## config.mk

```make
export PLATFORM = sky130hd
export DESIGN_NAME = snoop_responder_flat
export DESIGN_NICKNAME = d
export VERILOG_FILES = /design/src/rtl/snoop_responder_if.sv /design/src/rtl/snoop_responder.sv /design/src/flat_wrapper.sv
export SDC_FILE = /design/constraint.sdc
export NUM_CORES = 1
export LEC_CHECK = 0
export CORE_AREA = 10 10 111 113
export DETAILED_ROUTE_END_ITERATION = 12
export DIE_AREA = 0 0 121 123
export GPL_ROUTABILITY_DRIVEN = 0
export HOLD_SLACK_MARGIN = 0.02
export PLACE_DENSITY = 0.8
export RECOVER_POWER = 50
export SYNTH_ARGS = -nofsm -noshare
export SYNTH_HDL_FRONTEND = slang
export SYNTH_SLANG_ARGS = --single-unit
```

## constraint.sdc

```tcl
create_clock -name clk -period 4.9 [get_ports clk]
set_clock_uncertainty 0.15 [all_clocks]
set_input_delay 0.49 -clock clk [delete_from_list [all_inputs] [get_ports clk]]
set_output_delay 0.49 -clock clk [all_outputs]
set_load 0.05 [all_outputs]
```

## src/rtl/snoop_responder_if.sv

```systemverilog
// rtl/snoop_responder_if.sv - snoop command, tag lookup, result, writeback and MESI update signals
interface snoop_responder_if;
    logic        snoop_valid;
    logic [3:0]  snoop_op;
    logic [31:0] snoop_addr;
    logic        snoop_ready;
    logic        lookup_req;
    logic [13:0] lookup_index;
    logic [11:0] lookup_tag;
    logic        lookup_ack;
    logic        lookup_hit;
    logic [2:0]  lookup_way;
    logic [1:0]  lookup_mesi;
    logic        result_valid;
    logic [1:0]  snoop_result;
    logic        wb_req;
    logic [31:0] wb_addr;
    logic        wb_ack;
    logic        upd_valid;
    logic [2:0]  upd_way;
    logic [1:0]  upd_mesi;

    modport slave (
        input  snoop_valid, snoop_op, snoop_addr, lookup_ack, lookup_hit, lookup_way,
               lookup_mesi, wb_ack,
        output snoop_ready, lookup_req, lookup_index, lookup_tag, result_valid,
               snoop_result, wb_req, wb_addr, upd_valid, upd_way, upd_mesi
    );

    modport master (
        output snoop_valid, snoop_op, snoop_addr, lookup_ack, lookup_hit, lookup_way,
               lookup_mesi, wb_ack,
        input  snoop_ready, lookup_req, lookup_index, lookup_tag, result_valid,
               snoop_result, wb_req, wb_addr, upd_valid, upd_way, upd_mesi
    );
endinterface

```

## src/rtl/snoop_responder.sv

```systemverilog
// rtl/snoop_responder.sv - MESI snoop responder for the 8-way data cache
// Optional protocol checking (proto_err port) is enabled by defining SNOOP_CHECK_EN.
module snoop_responder (
    input  logic               clk,
    input  logic               rst,
    snoop_responder_if.slave   bus,
    output logic [15:0]        cnt_hit,
    output logic [15:0]        cnt_hitm,
    output logic [15:0]        cnt_nohit
`ifdef SNOOP_CHECK_EN
    ,
    output logic               proto_err
`endif
);
    localparam int SETS       = 16384;
    localparam int WAYS       = 8;
    localparam int INDEX_W    = $clog2(SETS);
    localparam int WAY_W      = $clog2(WAYS);
    localparam int OFFSET_W   = 6;
    localparam int TAG_W      = 32 - INDEX_W - OFFSET_W;

    localparam logic [1:0] RES_NOHIT = 2'd0;
    localparam logic [1:0] RES_HIT   = 2'd1;
    localparam logic [1:0] RES_HITM  = 2'd2;

    typedef enum logic [1:0] {MESI_I = 2'd0, MESI_S = 2'd1, MESI_E = 2'd2, MESI_M = 2'd3} mesi_t;
    typedef enum logic [2:0] {IDLE, LOOKUP, RESPOND, WRITEBACK, UPDATE} state_t;

    state_t             state;
    logic [3:0]         op_q;
    logic [TAG_W-1:0]   tag_q;
    logic [INDEX_W-1:0] index_q;
    logic [1:0]         result_q;
    logic               upd_need;
    logic [WAY_W-1:0]   upd_way_q;
    mesi_t              upd_mesi_q;

    mesi_t              cur_mesi;
    logic               hit_eff;
    logic [1:0]         lk_result;
    logic               lk_upd;
    mesi_t              lk_mesi;
    logic               unused_offset;

    assign unused_offset = ^bus.snoop_addr[OFFSET_W-1:0];
    assign cur_mesi      = mesi_t'(bus.lookup_mesi);
    assign hit_eff       = bus.lookup_hit && (cur_mesi != MESI_I);

    // Outcome of a completed lookup; misses and I lines fall through to NOHIT.
    always_comb begin
        lk_result = RES_NOHIT;
        lk_upd    = 1'b0;
        lk_mesi   = cur_mesi;
        if (hit_eff) begin
            case (op_q)
                4'd3: begin
                    lk_result = (cur_mesi == MESI_M) ? RES_HITM : RES_HIT;
                    lk_upd    = (cur_mesi != MESI_S);
                    lk_mesi   = MESI_S;
                end
                4'd5: begin
                    lk_result = (cur_mesi == MESI_M) ? RES_HITM : RES_HIT;
                    lk_upd    = 1'b1;
                    lk_mesi   = MESI_I;
                end
                4'd6: begin
                    if (cur_mesi == MESI_S) begin
                        lk_result = RES_HIT;
                        lk_upd    = 1'b1;
                        lk_mesi   = MESI_I;
                    end
                end
                default: ;
            endcase
        end
    end

    assign bus.snoop_ready  = (state == IDLE);
    assign bus.lookup_req   = (state == LOOKUP);
    assign bus.result_valid = (state == RESPOND);
    assign bus.wb_req       = (state == WRITEBACK);
    assign bus.upd_valid    = (state == UPDATE);
    assign bus.lookup_index = index_q;
    assign bus.lookup_tag   = tag_q;
    assign bus.snoop_result = result_q;
    assign bus.wb_addr      = {tag_q, index_q, {OFFSET_W{1'b0}}};
    assign bus.upd_way      = upd_way_q;
    assign bus.upd_mesi     = upd_mesi_q;

    always_ff @(posedge clk) begin
        if (!rst) begin
            state      <= IDLE;
            op_q       <= '0;
            tag_q      <= '0;
            index_q    <= '0;
            result_q   <= RES_NOHIT;
            upd_need   <= 1'b0;
            upd_way_q  <= '0;
            upd_mesi_q <= MESI_I;
            cnt_hit    <= '0;
            cnt_hitm   <= '0;
            cnt_nohit  <= '0;
        end else begin
            case (state)
                IDLE: begin
                    if (bus.snoop_valid) begin
                        op_q    <= bus.snoop_op;
                        tag_q   <= bus.snoop_addr[31 -: TAG_W];
                        index_q <= bus.snoop_addr[OFFSET_W +: INDEX_W];
                        case (bus.snoop_op)
                            4'd3, 4'd5, 4'd6: state <= LOOKUP;
                            4'd4: begin
                                result_q <= RES_NOHIT;
                                upd_need <= 1'b0;
                                state    <= RESPOND;
                            end
                            default: state <= IDLE;
                        endcase
                    end
                end
                LOOKUP: begin
                    if (bus.lookup_ack) begin
                        result_q   <= lk_result;
                        upd_need   <= lk_upd;
                        upd_way_q  <= bus.lookup_way;
                        upd_mesi_q <= lk_mesi;
                        state      <= RESPOND;
                    end
                end
                RESPOND: begin
                    case (result_q)
                        RES_HIT:  if (cnt_hit   != 16'hFFFF) cnt_hit   <= cnt_hit + 16'd1;
                        RES_HITM: if (cnt_hitm  != 16'hFFFF) cnt_hitm  <= cnt_hitm + 16'd1;
                        default:  if (cnt_nohit != 16'hFFFF) cnt_nohit <= cnt_nohit + 16'd1;
                    endcase
                    if (result_q == RES_HITM)
                        state <= WRITEBACK;
                    else if (upd_need)
                        state <= UPDATE;
                    else
                        state <= IDLE;
                end
                WRITEBACK: if (bus.wb_ack) state <= UPDATE;
                UPDATE:    state <= IDLE;
                default:   state <= IDLE;
            endcase
        end
    end

`ifdef SNOOP_CHECK_EN
    logic err_set;

    assign err_set =
        ((state == IDLE) && bus.snoop_valid &&
         !(bus.snoop_op inside {4'd3, 4'd4, 4'd5, 4'd6})) ||
        ((state == LOOKUP) && bus.lookup_ack &&
         (((op_q == 4'd6) && bus.lookup_hit &&
           (cur_mesi == MESI_E || cur_mesi == MESI_M)) ||
          (!bus.lookup_hit && (cur_mesi == MESI_E || cur_mesi == MESI_M))));

    always_ff @(posedge clk) begin
        if (!rst) begin
            proto_err <= 1'b0;
        end else if (err_set) begin
            proto_err <= 1'b1;
            $error("snoop_responder: protocol violation (state %0d, op %0d)", state, op_q);
        end
    end
`endif
endmodule

```

## src/flat_wrapper.sv

```systemverilog
// flat-port wrapper written by rule: the top's interface ports become plain ports
module snoop_responder_flat 
  (clk, rst, cnt_hit, cnt_hitm, cnt_nohit, bus_snoop_valid, bus_snoop_op, bus_snoop_addr, bus_lookup_ack, bus_lookup_hit, bus_lookup_way, bus_lookup_mesi, bus_wb_ack, bus_snoop_ready, bus_lookup_req, bus_lookup_index, bus_lookup_tag, bus_result_valid, bus_snoop_result, bus_wb_req, bus_wb_addr, bus_upd_valid, bus_upd_way, bus_upd_mesi);
  snoop_responder_if bus_i ();
  input  logic clk;
  input  logic rst;
  output logic [15:0] cnt_hit;
  output logic [15:0] cnt_hitm;
  output logic [15:0] cnt_nohit;
  input wire logic [$bits(bus_i.snoop_valid)-1:0] bus_snoop_valid;
  input wire logic [$bits(bus_i.snoop_op)-1:0] bus_snoop_op;
  input wire logic [$bits(bus_i.snoop_addr)-1:0] bus_snoop_addr;
  input wire logic [$bits(bus_i.lookup_ack)-1:0] bus_lookup_ack;
  input wire logic [$bits(bus_i.lookup_hit)-1:0] bus_lookup_hit;
  input wire logic [$bits(bus_i.lookup_way)-1:0] bus_lookup_way;
  input wire logic [$bits(bus_i.lookup_mesi)-1:0] bus_lookup_mesi;
  input wire logic [$bits(bus_i.wb_ack)-1:0] bus_wb_ack;
  output wire logic [$bits(bus_i.snoop_ready)-1:0] bus_snoop_ready;
  output wire logic [$bits(bus_i.lookup_req)-1:0] bus_lookup_req;
  output wire logic [$bits(bus_i.lookup_index)-1:0] bus_lookup_index;
  output wire logic [$bits(bus_i.lookup_tag)-1:0] bus_lookup_tag;
  output wire logic [$bits(bus_i.result_valid)-1:0] bus_result_valid;
  output wire logic [$bits(bus_i.snoop_result)-1:0] bus_snoop_result;
  output wire logic [$bits(bus_i.wb_req)-1:0] bus_wb_req;
  output wire logic [$bits(bus_i.wb_addr)-1:0] bus_wb_addr;
  output wire logic [$bits(bus_i.upd_valid)-1:0] bus_upd_valid;
  output wire logic [$bits(bus_i.upd_way)-1:0] bus_upd_way;
  output wire logic [$bits(bus_i.upd_mesi)-1:0] bus_upd_mesi;
  assign bus_i.snoop_valid = bus_snoop_valid;
  assign bus_i.snoop_op = bus_snoop_op;
  assign bus_i.snoop_addr = bus_snoop_addr;
  assign bus_i.lookup_ack = bus_lookup_ack;
  assign bus_i.lookup_hit = bus_lookup_hit;
  assign bus_i.lookup_way = bus_lookup_way;
  assign bus_i.lookup_mesi = bus_lookup_mesi;
  assign bus_i.wb_ack = bus_wb_ack;
  assign bus_snoop_ready = bus_i.snoop_ready;
  assign bus_lookup_req = bus_i.lookup_req;
  assign bus_lookup_index = bus_i.lookup_index;
  assign bus_lookup_tag = bus_i.lookup_tag;
  assign bus_result_valid = bus_i.result_valid;
  assign bus_snoop_result = bus_i.snoop_result;
  assign bus_wb_req = bus_i.wb_req;
  assign bus_wb_addr = bus_i.wb_addr;
  assign bus_upd_valid = bus_i.upd_valid;
  assign bus_upd_way = bus_i.upd_way;
  assign bus_upd_mesi = bus_i.upd_mesi;
  snoop_responder u_core (.clk(clk), .rst(rst), .bus(bus_i), .cnt_hit(cnt_hit), .cnt_hitm(cnt_hitm), .cnt_nohit(cnt_nohit));
endmodule
```

[Word-level counts from Yosys, hierarchy flattened]
Cells that the tools add are included.
Operators by class
  $add $sub $neg: 3
  equality and inequality tests: 23
  multiplexer cells: 25
  bitwise logic cells: 1
  reduce and logical (&&, ||, !) cells: 14
Operators by type and width (count)
  16-bit by 1-bit adder with 16-bit output (second input constant): 3
  16-bit inequality test (second input constant): 3
  4-bit by 3-bit equality test with 1-bit output (second input constant): 5
  3-bit 2-to-1 mux: 5
  2-bit 2-to-1 mux: 7
  2-bit case mux with 2 select lines: 3
  3-bit case mux with 4 select lines: 1
  3-bit AND reduction: 4
  4-bit by 2-bit equality test with 1-bit output (second input constant): 2
  3-bit by 2-bit equality test with 1-bit output (second input constant): 2
  1-bit 2-to-1 mux: 6
  2-bit inequality test (second input constant): 3
  2-bit case mux with 3 select lines: 1
  2-bit by 1-bit equality test with 1-bit output (second input constant): 2
  2-bit equality test (second input constant): 2
  2-bit by 1-bit inequality test with 1-bit output (second input constant): 2
  2-bit AND reduction: 2
  4-bit AND reduction: 1
  2-bit nonzero test: 2
  2-bit OR reduction: 2
  3-bit by 1-bit equality test with 1-bit output (second input constant): 1
  3-bit equality test (second input constant): 1
  3-bit logical NOT: 1
  1-bit case mux with 3 select lines: 1
  other kinds (4): 4
Storage, ports and cells
  register bits after elaboration: 89
  bits of input ports: 47
  output and inout bits: 118
  logic and storage cells: 77

[Logic depth before layout (Yosys ltp)]
Gate-level depths: netlist of the first run.
  depth after elaboration: 6
  depth in mapped cells: 7
  depth with buffers taken out: 6

[Worst setup path after synthesis of the first run]
No wires, ideal clock.
  kind: register to register
  start point: reg u_core.state[2]
  end point: reg u_core.cnt_nohit[0]
  setup time: 0.070 ns
  arrival: 2.590 ns
  path slack: 2.089 ns
  cell stages (with the launch flop): 6
  buffers on the path: 1
  cell sequence: dfxtp_1 clkbuf_1 nor3b_1 nand2_1 or3_1 a21oi_1
On the way
  longest elaborated chain between the ends: 2
Ends and longest elaborated chain
  start, declared: RTL line snoop_responder.sv:29  | state_t state;
  start signal, assigned: RTL line snoop_responder.sv:92  | state <= IDLE;
  start signal, assigned: RTL line snoop_responder.sv:111  | 4'd3, 4'd5, 4'd6: state <= LOOKUP;
  start signal, assigned: RTL line snoop_responder.sv:115  | state <= RESPOND;
  3-bit by 2-bit equality test with 1-bit output
  via bus_result_valid: RTL line flat_wrapper.sv:22  | output wire logic [$bits(bus_i.result_valid)-1:0] bus_result_valid;
  3-bit AND reduction (no source line)
  end signal, assigned: RTL line snoop_responder.sv:134  | default: if (cnt_nohit != 16'hFFFF) cnt_nohit <= cnt_nohit + 16'd1;
  end, declared: RTL line snoop_responder.sv:9  | output logic [15:0] cnt_nohit
The timed path passes the listed nets, and every way through them passes these cells.
A chain may end at the register's enable or synchronous reset.

[Worst setup path in the final report of the first run]
  start point: reg u_core.state[0]
  end point: out bus_lookup_req
On the way
  longest elaborated chain between the ends: 1
Ends and longest elaborated chain
  3-bit by 1-bit equality test with 1-bit output: RTL line snoop_responder.sv:79  | assign bus.lookup_req = (state == LOOKUP);
  end, declared: RTL line flat_wrapper.sv:19  | output wire logic [$bits(bus_i.lookup_req)-1:0] bus_lookup_req;
Every way passes these cells.

==> metrics, run 1 <==
number of placed cells counting well taps=799; shortest period the worst path allows=3.42 ns; vias per inst=5.56; Final HPWL DP=9.72 mm; nature of the critical path endpoint=primary output; RSZ-0062 raised after global routing=false; cell type with the largest total area after synthesis=dfxtp_1; Place WS=2.08 ns; final-report max-slew violation count=0; Netlist Area Pre-Place=0.00449 mm²; WL/cell=15.9 µm; post-layout util=0.601; clock transition time at the flip-flop clock pins of the worst setup and hold paths=0.09 ns; maximum root-to-sink buffer count=2; Setup-failing EPs final=0; minimum setup slack in the final design=1.48 ns; class of the most critical setup path=flop to primary output; Internal=1190 µW; TritonCTS clock tree=built; Worst Hold Launch=u_core.bus.upd_way[0]; DRC violation total after the first TritonRoute iteration=240; ports placed on the boundary=165; Final Net Count=726; power share of the clock group=0.314; cell at the slowest stage of the critical path=clkdlybuf4s50_1; vertical die dimension=123 µm; sequential-to-total area share from yosys stat=0.396; Gate power share=0.241; power per unit of standard cell area=290 mW/mm²; CTS H-Tree Depth=3; final worst path period share=0.697; area growth from synthesis to layout=35.6%; worst path buffer plus inverter count=1; commonest cells in the synthesized netlist=nand2_1, dfxtp_1, a21oi_1; total of cells resized after clock tree synthesis=0; total of max-cap violations=0; global-route wire length before repair=21.1 mm; antenna violations before repair=0; final hold vios=0; row count=37; total number of clock tree sinks=89; ranking of synthesized cells by area=dfxtp_1, nand2_1, a21oi_1, buf_4, o31ai_1; largest fanout on the critical path=20; Mapped Cells=561; fraction of post-synthesis cell area in the top cell type by area=0.396; CTS Root Buffer Type=clkbuf_8; most instantiated library cell after synthesis=nand2_1; final routed wirelength across all metal layers=13.0 mm; count of unresolved DRC violations after routing=0; net switching share of the total power=0.329; Critical Path RT=4.26 ns; data arrival time of the critical path=2.78 ns; post-CTS setup buffer count=0; post-synthesis average cell area=8.01 µm²; area occupied by multi-input gates=0.00233 mm²; commonest register cell after synthesis=dfxtp_1; Fill cells=898; fraction of layout cells with a size suffix above 1=0.0295; standby leakage power=0.00224 µW; reported net switching power=581 µW; total clock buffers created by CTS=9; path category of the worst min-delay check=flop to flop; Placeable Area=0.0101 mm²; worst reg2reg startpoint=u_core.state[0]; final-layout setup total negative slack=0 ns; overall overflow remaining after global route=0; relative slew slack=0.0436; IO Port Bufs=152; Max Clock Freq=0.293 GHz; number of distinct standard cells referenced by the synthesized netlist=51; Total GRT Usage=0.166; pin slew with the least headroom to its limit=1.43 ns; number of buffers inserted for hold repair after clock tree synthesis=0; CP top delay family=buffers and inverters; number of iterations in the first detailed-routing pass=4; clock latency reported for the late side of the worst-skew pair=0.35 ns; run status=finished, final reports clean; number of global-route vias before repair=4358; Largest stage delay, worst path=0.95 ns; count of antenna-violating nets left after detailed routing=0; antenna fix cells=0; Peak supply drop=0.183 mV; element type at the critical path start=flop; share of async-settable or async-resettable flops after synthesis=0; sequential power share=0.445; ordered list of cells on the worst path=nor3b_1 > clkdlybuf4s50_1; post-synthesis register bit count=89; yosys synthesis warning count=0; maximum number of pins on one net before global-route repair=45; Post-Layout Cell Count=815; detailed-route via count=4534; Die Wd=121 µm; Sequential Area=0.00178 mm²; initial cell density of the core=0.443; area of the die=0.0149 mm²; first element of the critical path=u_core.state[0]; number of synthesized flops with an enable pin=0
[worst reg2reg max path, stage by stage (launching register included)]
cell and delay, ns:
dfxtp_1 0.70, nor3b_1 0.78, nand2_1 0.38, a2111oi_0 0.53, o21a_1 0.16
[power by group through the flow]
stage / Combinational [µW] / Sequential (µW) / Clock (µW)
CTS: 445 / 789 / 572
finish: 426 / 787 / 554
floorplan: 247 / 872 / 0
detailed placement: 444 / 805 / 0
global route: 452 / 793 / 601
global placement: 437 / 802 / 0
[layout by cell type (no fill, tap or decap), types with 4 or more instances in the layout]
| master | instances |
|---|---|
| nand4_1 | 19 |
| o211ai_1 | 5 |
| dlygate4sd3_1 | 89 |
| or3_1 | 16 |
| or4_1 | 19 |
| nand2b_1 | 6 |
| nor2_1 | 9 |
| ha_1 | 5 |
| o21a_1 | 4 |
| mux2i_1 | 8 |
| a21oi_1 | 73 |
| nor3_1 | 7 |
| o31ai_1 | 21 |
| nand3_1 | 20 |
| and3_1 | 6 |
| inv_1 | 13 |
| clkbuf_8 | 10 |
| conb_1 | 6 |
| o41ai_1 | 4 |
| dfxtp_1 | 89 |
| nand2_1 | 106 |
| nand3b_1 | 4 |
| clkdlybuf4s50_1 | 63 |
| nor4_1 | 11 |
| o21ai_0 | 16 |
| and2_1 | 5 |
[layout make-up]
| class | count | share of cell area |
|---|---|---|
| clock buffer | 12 | 0.0238 |
| clock inverter | 4 | 0.0125 |
| inverter | 13 | 0.00800 |
| multi-input combinational | 405 | 0.382 |
| sequential | 89 | 0.292 |
| tap | 136 | 0.0279 |
| timing repair buffer | 156 | 0.254 |
[stage by stage]
stage | power, µW | cell area [µm²] | hold WS, ns
finish | 1770 | 6100 | 0.308
global route | 1850 | 6100 | 0.343
floorplan | 1120 | 4510 | 0.289
CTS | 1810 | 6110 | 0.314
global placement | 1240 | 5890 | 0.294
detailed placement | 1250 | 5890 | 0.300
[final timing paths]
path	slack [ns]	depth (start not counted)	to
worst min register to register	0.31	2	u_core.bus.upd_way[0]
worst max-delay path	1.48	2	bus_lookup_req
worst max register to register	2.15	4	u_core.bus.snoop_result[0]
worst min-delay path	0.31	2	u_core.bus.upd_way[0]
[kinds of logic after synthesis]
group / after synthesis / synth area share
AO/OA/AOI/OAI: 137 / 0.184
XOR/XNOR: 2 / 0.00390
adder cells (fa/ha/maj): 5 / 0.0139
buffers and inverters: 72 / 0.0877
flip-flops: 89 / 0.396
multiplexers: 8 / 0.0178
other: 1 / 0.000834
AND/OR/NAND/NOR: 247 / 0.296
[state kept, by name, indices dropped and copies added, names as in the netlist]
| name | count |
|---|---|
| u_core.bus.snoop_result | 2 |
| u_core.bus.upd_mesi | 2 |
| u_core.bus.lookup_index | 14 |
| u_core.op_q | 4 |
| u_core.upd_need | 1 |
| u_core.bus.lookup_tag | 12 |
| u_core.cnt_hit | 16 |
| u_core.cnt_hitm | 16 |
| u_core.state | 3 |
| u_core.cnt_nohit | 16 |
| u_core.bus.upd_way | 3 |
[metal layers]
| metal | routed length [µm] | share of wire | up-vias | GRT usage |
|---|---|---|---|---|
| met5 | 0 | 0 | - | 0 |
| met4 | 111 | 0.0086 | 0 | 0.0354 |
| met3 | 968 | 0.075 | 6 | 0.0611 |
| met2 | 6580 | 0.51 | 113 | 0.295 |
| met1 | 5300 | 0.41 | 2167 | 0.187 |
| li1 | - | - | 2248 | - |
Power figures use the tool's default switching activity.
==> inputs of run 2 (changes only) <==
CORE_AREA = 10 10 116 118   (was 10 10 111 113)
DIE_AREA = 0 0 126 128   (was 0 0 121 123)
PLACE_DENSITY = 0.77   (was 0.8)
clock period = 2.8 ns   (was 4.9 ns; I/O delays follow)
==> metrics, run 2 (synthesized netlist as in run 1, its figures left out) <==
r2r worst-path depth=5 (+1); final worst path period share=0.947; TritonCTS clock tree=built; highest-count cells in the layout ignoring fill and taps=nand2_1, clkdlybuf4s50_1, dfxtp_1; IO Port Bufs=152 (unchanged); total of cells resized after clock tree synthesis=0 (unchanged); total number of clock tree sinks=89 (unchanged); post-layout util=0.554 (-0.0472); Peak supply drop=0.466 mV (+150%); number of global-route vias before repair=4390 (+0.73%); RSZ-0062 raised after global routing=false; nature of the critical path endpoint=primary output; count of unresolved DRC violations after routing=0 (unchanged); Final HPWL DP=10.3 mm (+5.7%); run status=finished, final reports clean; final routed wirelength across all metal layers=13.4 mm (+3.7%); shortest period the worst path allows=2.65 ns; Power Total=3280 µW (+86%); total clock buffers created by CTS=9 (unchanged); Largest stage delay, worst path=0.89 ns (-0.06 ns); Total GRT Usage=0.159 (-0.00730); standby leakage power=0.00222 µW (-0.84%); CTS H-Tree Depth=3 (unchanged); DRC violation total after the first TritonRoute iteration=296 (+23%); cell at the slowest stage of the critical path=clkdlybuf4s50_1; power share of the clock group=0.348 (+0.034); Max Clock Freq=0.377 GHz; number of placed cells counting well taps=816 (+2.1%); overall overflow remaining after global route=0 (unchanged); CTS Root Buffer Type=clkbuf_16; Placeable Area=0.0112 mm² (+11%); power per unit of standard cell area=527 mW/mm² (+82%); reported net switching power=1110 µW (+91%); ordered list of cells on the worst path=clkbuf_1 > nor3_1 > clkdlybuf4s50_1; sequential power share=0.418 (-0.027); clock latency reported for the late side of the worst-skew pair=0.34 ns (about the same); detailed-route via count=4555 (+0.46%); count of antenna-violating nets left after detailed routing=0 (unchanged); path category of the worst min-delay check=flop to flop; number of buffers inserted for hold repair after clock tree synthesis=0 (unchanged); largest registers in the final layout=u_core.cnt_hit x16, u_core.cnt_hitm x16, u_core.cnt_nohit x16; number of cells on the worst hold path=2 (unchanged); pin slew with the least headroom to its limit=0.809 ns (-0.624 ns); total of max-cap violations=0 (unchanged); data arrival time of the critical path=2.22 ns (-0.56 ns); most frequent standard cell in the layout excluding fill and tap cells=nand2_1; post-CTS setup buffer count=0 (unchanged); maximum root-to-sink buffer count=2 (unchanged); Critical Path RT=2.37 ns (-1.89 ns); ports placed on the boundary=165 (unchanged); Internal=2170 µW (+83%); vias per inst=5.47 (-1.7%); Setup-failing EPs final=0 (unchanged); final-report max-slew violation count=0 (unchanged); relative slew slack=0.456 (+0.412); fraction of layout cells with a size suffix above 1=0.0435 (+0.0141); clock transition time at the flip-flop clock pins of the worst setup and hold paths=0.07 ns (-0.02 ns); area growth from synthesis to layout=38.4%; Fill cells=1031 (+15%); element type at the critical path start=flop; WL/cell=16.1 µm (+1.5%); final hold vios=0 (unchanged); final-layout setup total negative slack=0 ns (unchanged); Die Wd=126 µm (+4.1%); largest fanout on the critical path=10 (-50%); initial cell density of the core=0.400 (-0.0428); antenna violations before repair=0 (unchanged); class of the most critical setup path=flop to primary output; vertical die dimension=128 µm (+4.1%); global-route wire length before repair=21.9 mm (+4.0%); Post-Layout Cell Count=833 (+2.2%); maximum number of pins on one net before global-route repair=31 (-31%); Final Net Count=736 (+1.4%); area of the die=0.0161 mm² (+8.4%); number of iterations in the first detailed-routing pass=4 (unchanged); Gate power share=0.234 (-0.007); net switching share of the total power=0.338 (+0.00951); row count=39 (+5.4%)
==> run 2: cell count changes in the layout (fill, tap and decap cells not counted), sizes merged <==
cell / change
buf: +6
diode: +1
clkdlybuf4s50: +27
clkbuf: +2
bufinv: -2
inv: +3
clkinv: +3
dlygate4sd3: -28
clkinvlp: -1
==> run 2: worst max-delay path: cells and delay by family, from the launching register on <==
family	cells	cell delay (ns)
buf+inv	2	1.11
simple gates	1	0.36
flops	1	0.42
==> run 2: layout make-up <==
type,instances,area [µm²],area share
timing repair buffer,166,1600,0.258
sequential,89,1780,0.287
tap,143,179,0.0288
clock buffer,9,225,0.0362
clock inverter,7,53.8,0.00865
inverter,13,48.8,0.00785
multi-input combinational,405,2320,0.374
antenna,1,2.50,0.000402
==> run 2: path summary, 6_finish.rpt <==
path                            slack, ns                    endpoint              startpoint
worst max-delay path                 0.15             bus_snoop_ready         u_core.state[2]
worst min register to register       0.31      u_core.bus.upd_mesi[0]  u_core.bus.upd_mesi[0]
worst max register to register       0.48  u_core.bus.snoop_result[0]         u_core.state[0]
worst min-delay path                 0.31      u_core.bus.upd_mesi[0]  u_core.bus.upd_mesi[0]
==> run 2: power groups by stage <==
| stage | combinational, µW | sequential [µW] | clock [µW] |
|---|---|---|---|
| 2_1_floorplan | 433 | 1530 | 0 |
| 3_3_place_gp | 794 | 1400 | 0 |
| 3_5_place_dp | 802 | 1400 | 0 |
| 6_report | 767 | 1370 | 1140 |
| 5_1_grt | 812 | 1380 | 1220 |
| 4_1_cts | 804 | 1370 | 1170 |
==> run 2: metrics by stage <==
step / area [µm²] / hold slack (ns) / setup slack (ns)
2_1_floorplan: 4520 / 0.266 / 0.169
3_3_place_gp: 5980 / 0.293 / 0.558
3_5_place_dp: 5980 / 0.304 / 0.526
4_1_cts: 6250 / 0.313 / 0.169
5_1_grt: 6220 / 0.332 / 0.0648
6_report: 6220 / 0.306 / 0.148
==> run 2: metal layers <==
layer / track usage / vias up / part of all wire
met1: 0.185 / 2161 / 0.41
met2: 0.273 / 110 / 0.51
met3: 0.0533 / 10 / 0.066
met4: 0.0435 / 0 / 0.010
li1: - / 2274 / -
met5: 0 / - / 0
==> inputs of run 3 (changes only) <==
CORE_AREA = 10 10 117 119   (was 10 10 116 118)
DIE_AREA = 0 0 127 129   (was 0 0 126 128)
PLACE_DENSITY = 0.75   (was 0.77)
==> metrics, run 3 (synthesized netlist as in run 1, its figures left out) <==
run status=finished, final reports clean; WL/cell=16.3 µm (+1.1%); Final HPWL DP=10.4 mm (+0.72%); Post-Route M1 WL=5.36 mm (-4.0%); worst path buffer plus inverter count=2 (unchanged); ports placed on the boundary=165 (unchanged); worst hold margin=0.302 ns (-0.00459 ns); clock transition time at the flip-flop clock pins of the worst setup and hold paths=0.06 ns (about the same); final hold vios=0 (unchanged); count of unresolved DRC violations after routing=0 (unchanged); Die Wd=127 µm (+0.79%); largest registers in the final layout=u_core.cnt_hit x16, u_core.cnt_hitm x16, u_core.cnt_nohit x16; count of antenna-violating nets left after detailed routing=0 (unchanged); clock latency reported for the late side of the worst-skew pair=0.34 ns (about the same); global-route wire length before repair=21.6 mm (-1.2%); antenna violations before repair=1 (+1); routed length on met2=6.91 mm (+0.98%); overall overflow remaining after global route=0 (unchanged); Max Clock Freq=0.375 GHz (-0.67%); area growth from synthesis to layout=39.3%; pin slew with the least headroom to its limit=0.788 ns (-0.0213 ns); TritonCTS clock tree=built; total number of clock tree sinks=89 (unchanged); cell count along the critical path=3 (unchanged); Post-Layout Cell Count=833 (unchanged); power per unit of standard cell area=541 mW/mm² (+2.6%); largest fanout on the critical path=13 (+3); CP top delay family=buffers and inverters; IO Port Bufs=152 (unchanged); row count=39 (unchanged); CTS H-Tree Depth=3 (unchanged); relative slew slack=0.470 (+0.0144); Critical Path RT=2.37 ns (about the same); vias per inst=5.54 (+1.4%); RSZ-0062 raised after global routing=false; final-report max-slew violation count=0 (unchanged); CTS Root Buffer Type=clkbuf_16; post-CTS setup buffer count=0 (unchanged); data arrival time of the critical path=2.24 ns (+0.02 ns); class of the most critical setup path=flop to primary output; shortest period the worst path allows=2.67 ns (+0.0180 ns); fraction of layout cells with a size suffix above 1=0.0435 (unchanged); number of global-route vias before repair=4415 (+0.57%); total of cells resized after clock tree synthesis=0 (unchanged); final-layout setup total negative slack=0 ns (unchanged); total of max-cap violations=0 (unchanged); Largest stage delay, worst path=0.89 ns (about the same); element type at the critical path start=flop; first element of the critical path=u_core.state[0]; initial cell density of the core=0.397 (-0.00345); Placeable Area=0.0113 mm² (+0.87%); r2r worst-path depth=7 (+2); number of iterations in the first detailed-routing pass=5 (+1); number of placed cells counting well taps=816 (unchanged); total clock buffers created by CTS=9 (unchanged); Final Net Count=736 (unchanged); path category of the worst min-delay check=flop to flop; final worst path period share=0.954 (+0.00642); number of buffers inserted for hold repair after clock tree synthesis=0 (unchanged); standby leakage power=0.00230 µW (+3.6%); detailed route wirelength on metal3=1.11 mm (+25%); vertical die dimension=129 µm (+0.78%); area of the die=0.0164 mm² (+1.6%); ordered list of cells on the worst path=clkbuf_1 > nor3_1 > clkdlybuf4s50_1; Peak supply drop=0.313 mV (-33%); worst reg2reg startpoint=u_core.bus.snoop_result[0]; minimum setup slack in the final design=0.130 ns (-0.0180 ns); maximum root-to-sink buffer count=2 (unchanged); DRC violation total after the first TritonRoute iteration=296 (unchanged); Setup-failing EPs final=0 (unchanged); cell at the slowest stage of the critical path=clkdlybuf4s50_1; detailed-route via count=4617 (+1.4%); highest routing layer actually used=met4; Worst Hold Launch=u_core.bus.upd_mesi[1]; maximum number of pins on one net before global-route repair=31 (unchanged); most frequent standard cell in the layout excluding fill and tap cells=nand2_1; highest-count cells in the layout ignoring fill and taps=nand2_1, dfxtp_1, clkdlybuf4s50_1, dlygate4sd3_1, a21oi_1; nature of the critical path endpoint=primary output; number of cells on the worst hold path=2 (unchanged); Place WS=0.495 ns (-0.0308 ns); final routed wirelength across all metal layers=13.6 mm (+1.1%); Total GRT Usage=0.158 (-0.00128)
## run 3: changes by cell type in the layout (fill, tap and decap cells not counted), moves of 2 or more
cell,previous run,this run
inv_6,3,0
dlygate4sd3_1,61,75
clkinv_4,2,0
clkdlybuf4s50_1,90,75
clkbuf_8,0,3
## run 3: worst register-to-register path: stages, from the launching register on
cell and delay [ns]:
dfxtp_1 0.36, inv_1 0.07, ha_1 0.29, nor4bb_1 0.26, buf_4 0.22, nand4_2 0.19
or4_1 0.55, a21oi_1 0.15
## run 3: report_power, final
| part | internal, µW | switching (µW) |
|---|---|---|
| sequential | 1320 | 54.8 |
| combinational | 236 | 525 |
| clock | 764 | 488 |
## run 3: layout make-up
| cell class | instances | area, µm² |
|---|---|---|
| clock buffers | 14 | 274 |
| multi-input cells | 405 | 2330 |
| fillers | 1077 | 5060 |
| clock inverters | 2 | 35.0 |
| well taps | 143 | 179 |
| inverters | 13 | 48.8 |
| flip-flops and latches | 89 | 1780 |
| repair buffers | 166 | 1610 |
| diodes | 1 | 2.50 |
## run 3: metrics by stage
step           utilization  power (µW)  cell area, µm²
6_report             0.553        3390            6260
5_1_grt              0.553        3540            6260
4_1_cts              0.555        3470            6280
3_5_place_dp         0.528        2210            5980
3_3_place_gp         0.528        2190            5980
2_1_floorplan            -        1960            4520
## run 3: final timing paths
kind,end,slack [ns]
hold reg to reg,u_core.bus.upd_mesi[1],0.30
setup / recovery,bus_snoop_ready,0.13
hold / removal,u_core.bus.upd_mesi[1],0.30
setup reg to reg,u_core.cnt_nohit[15],0.51
## run 3: layer usage
metal | track usage | vias up
li1 | - | 2277
met1 | 0.173 | 2190
met2 | 0.271 | 137
met3 | 0.0559 | 13
met4 | 0.0670 | 0
met5 | 0 | -
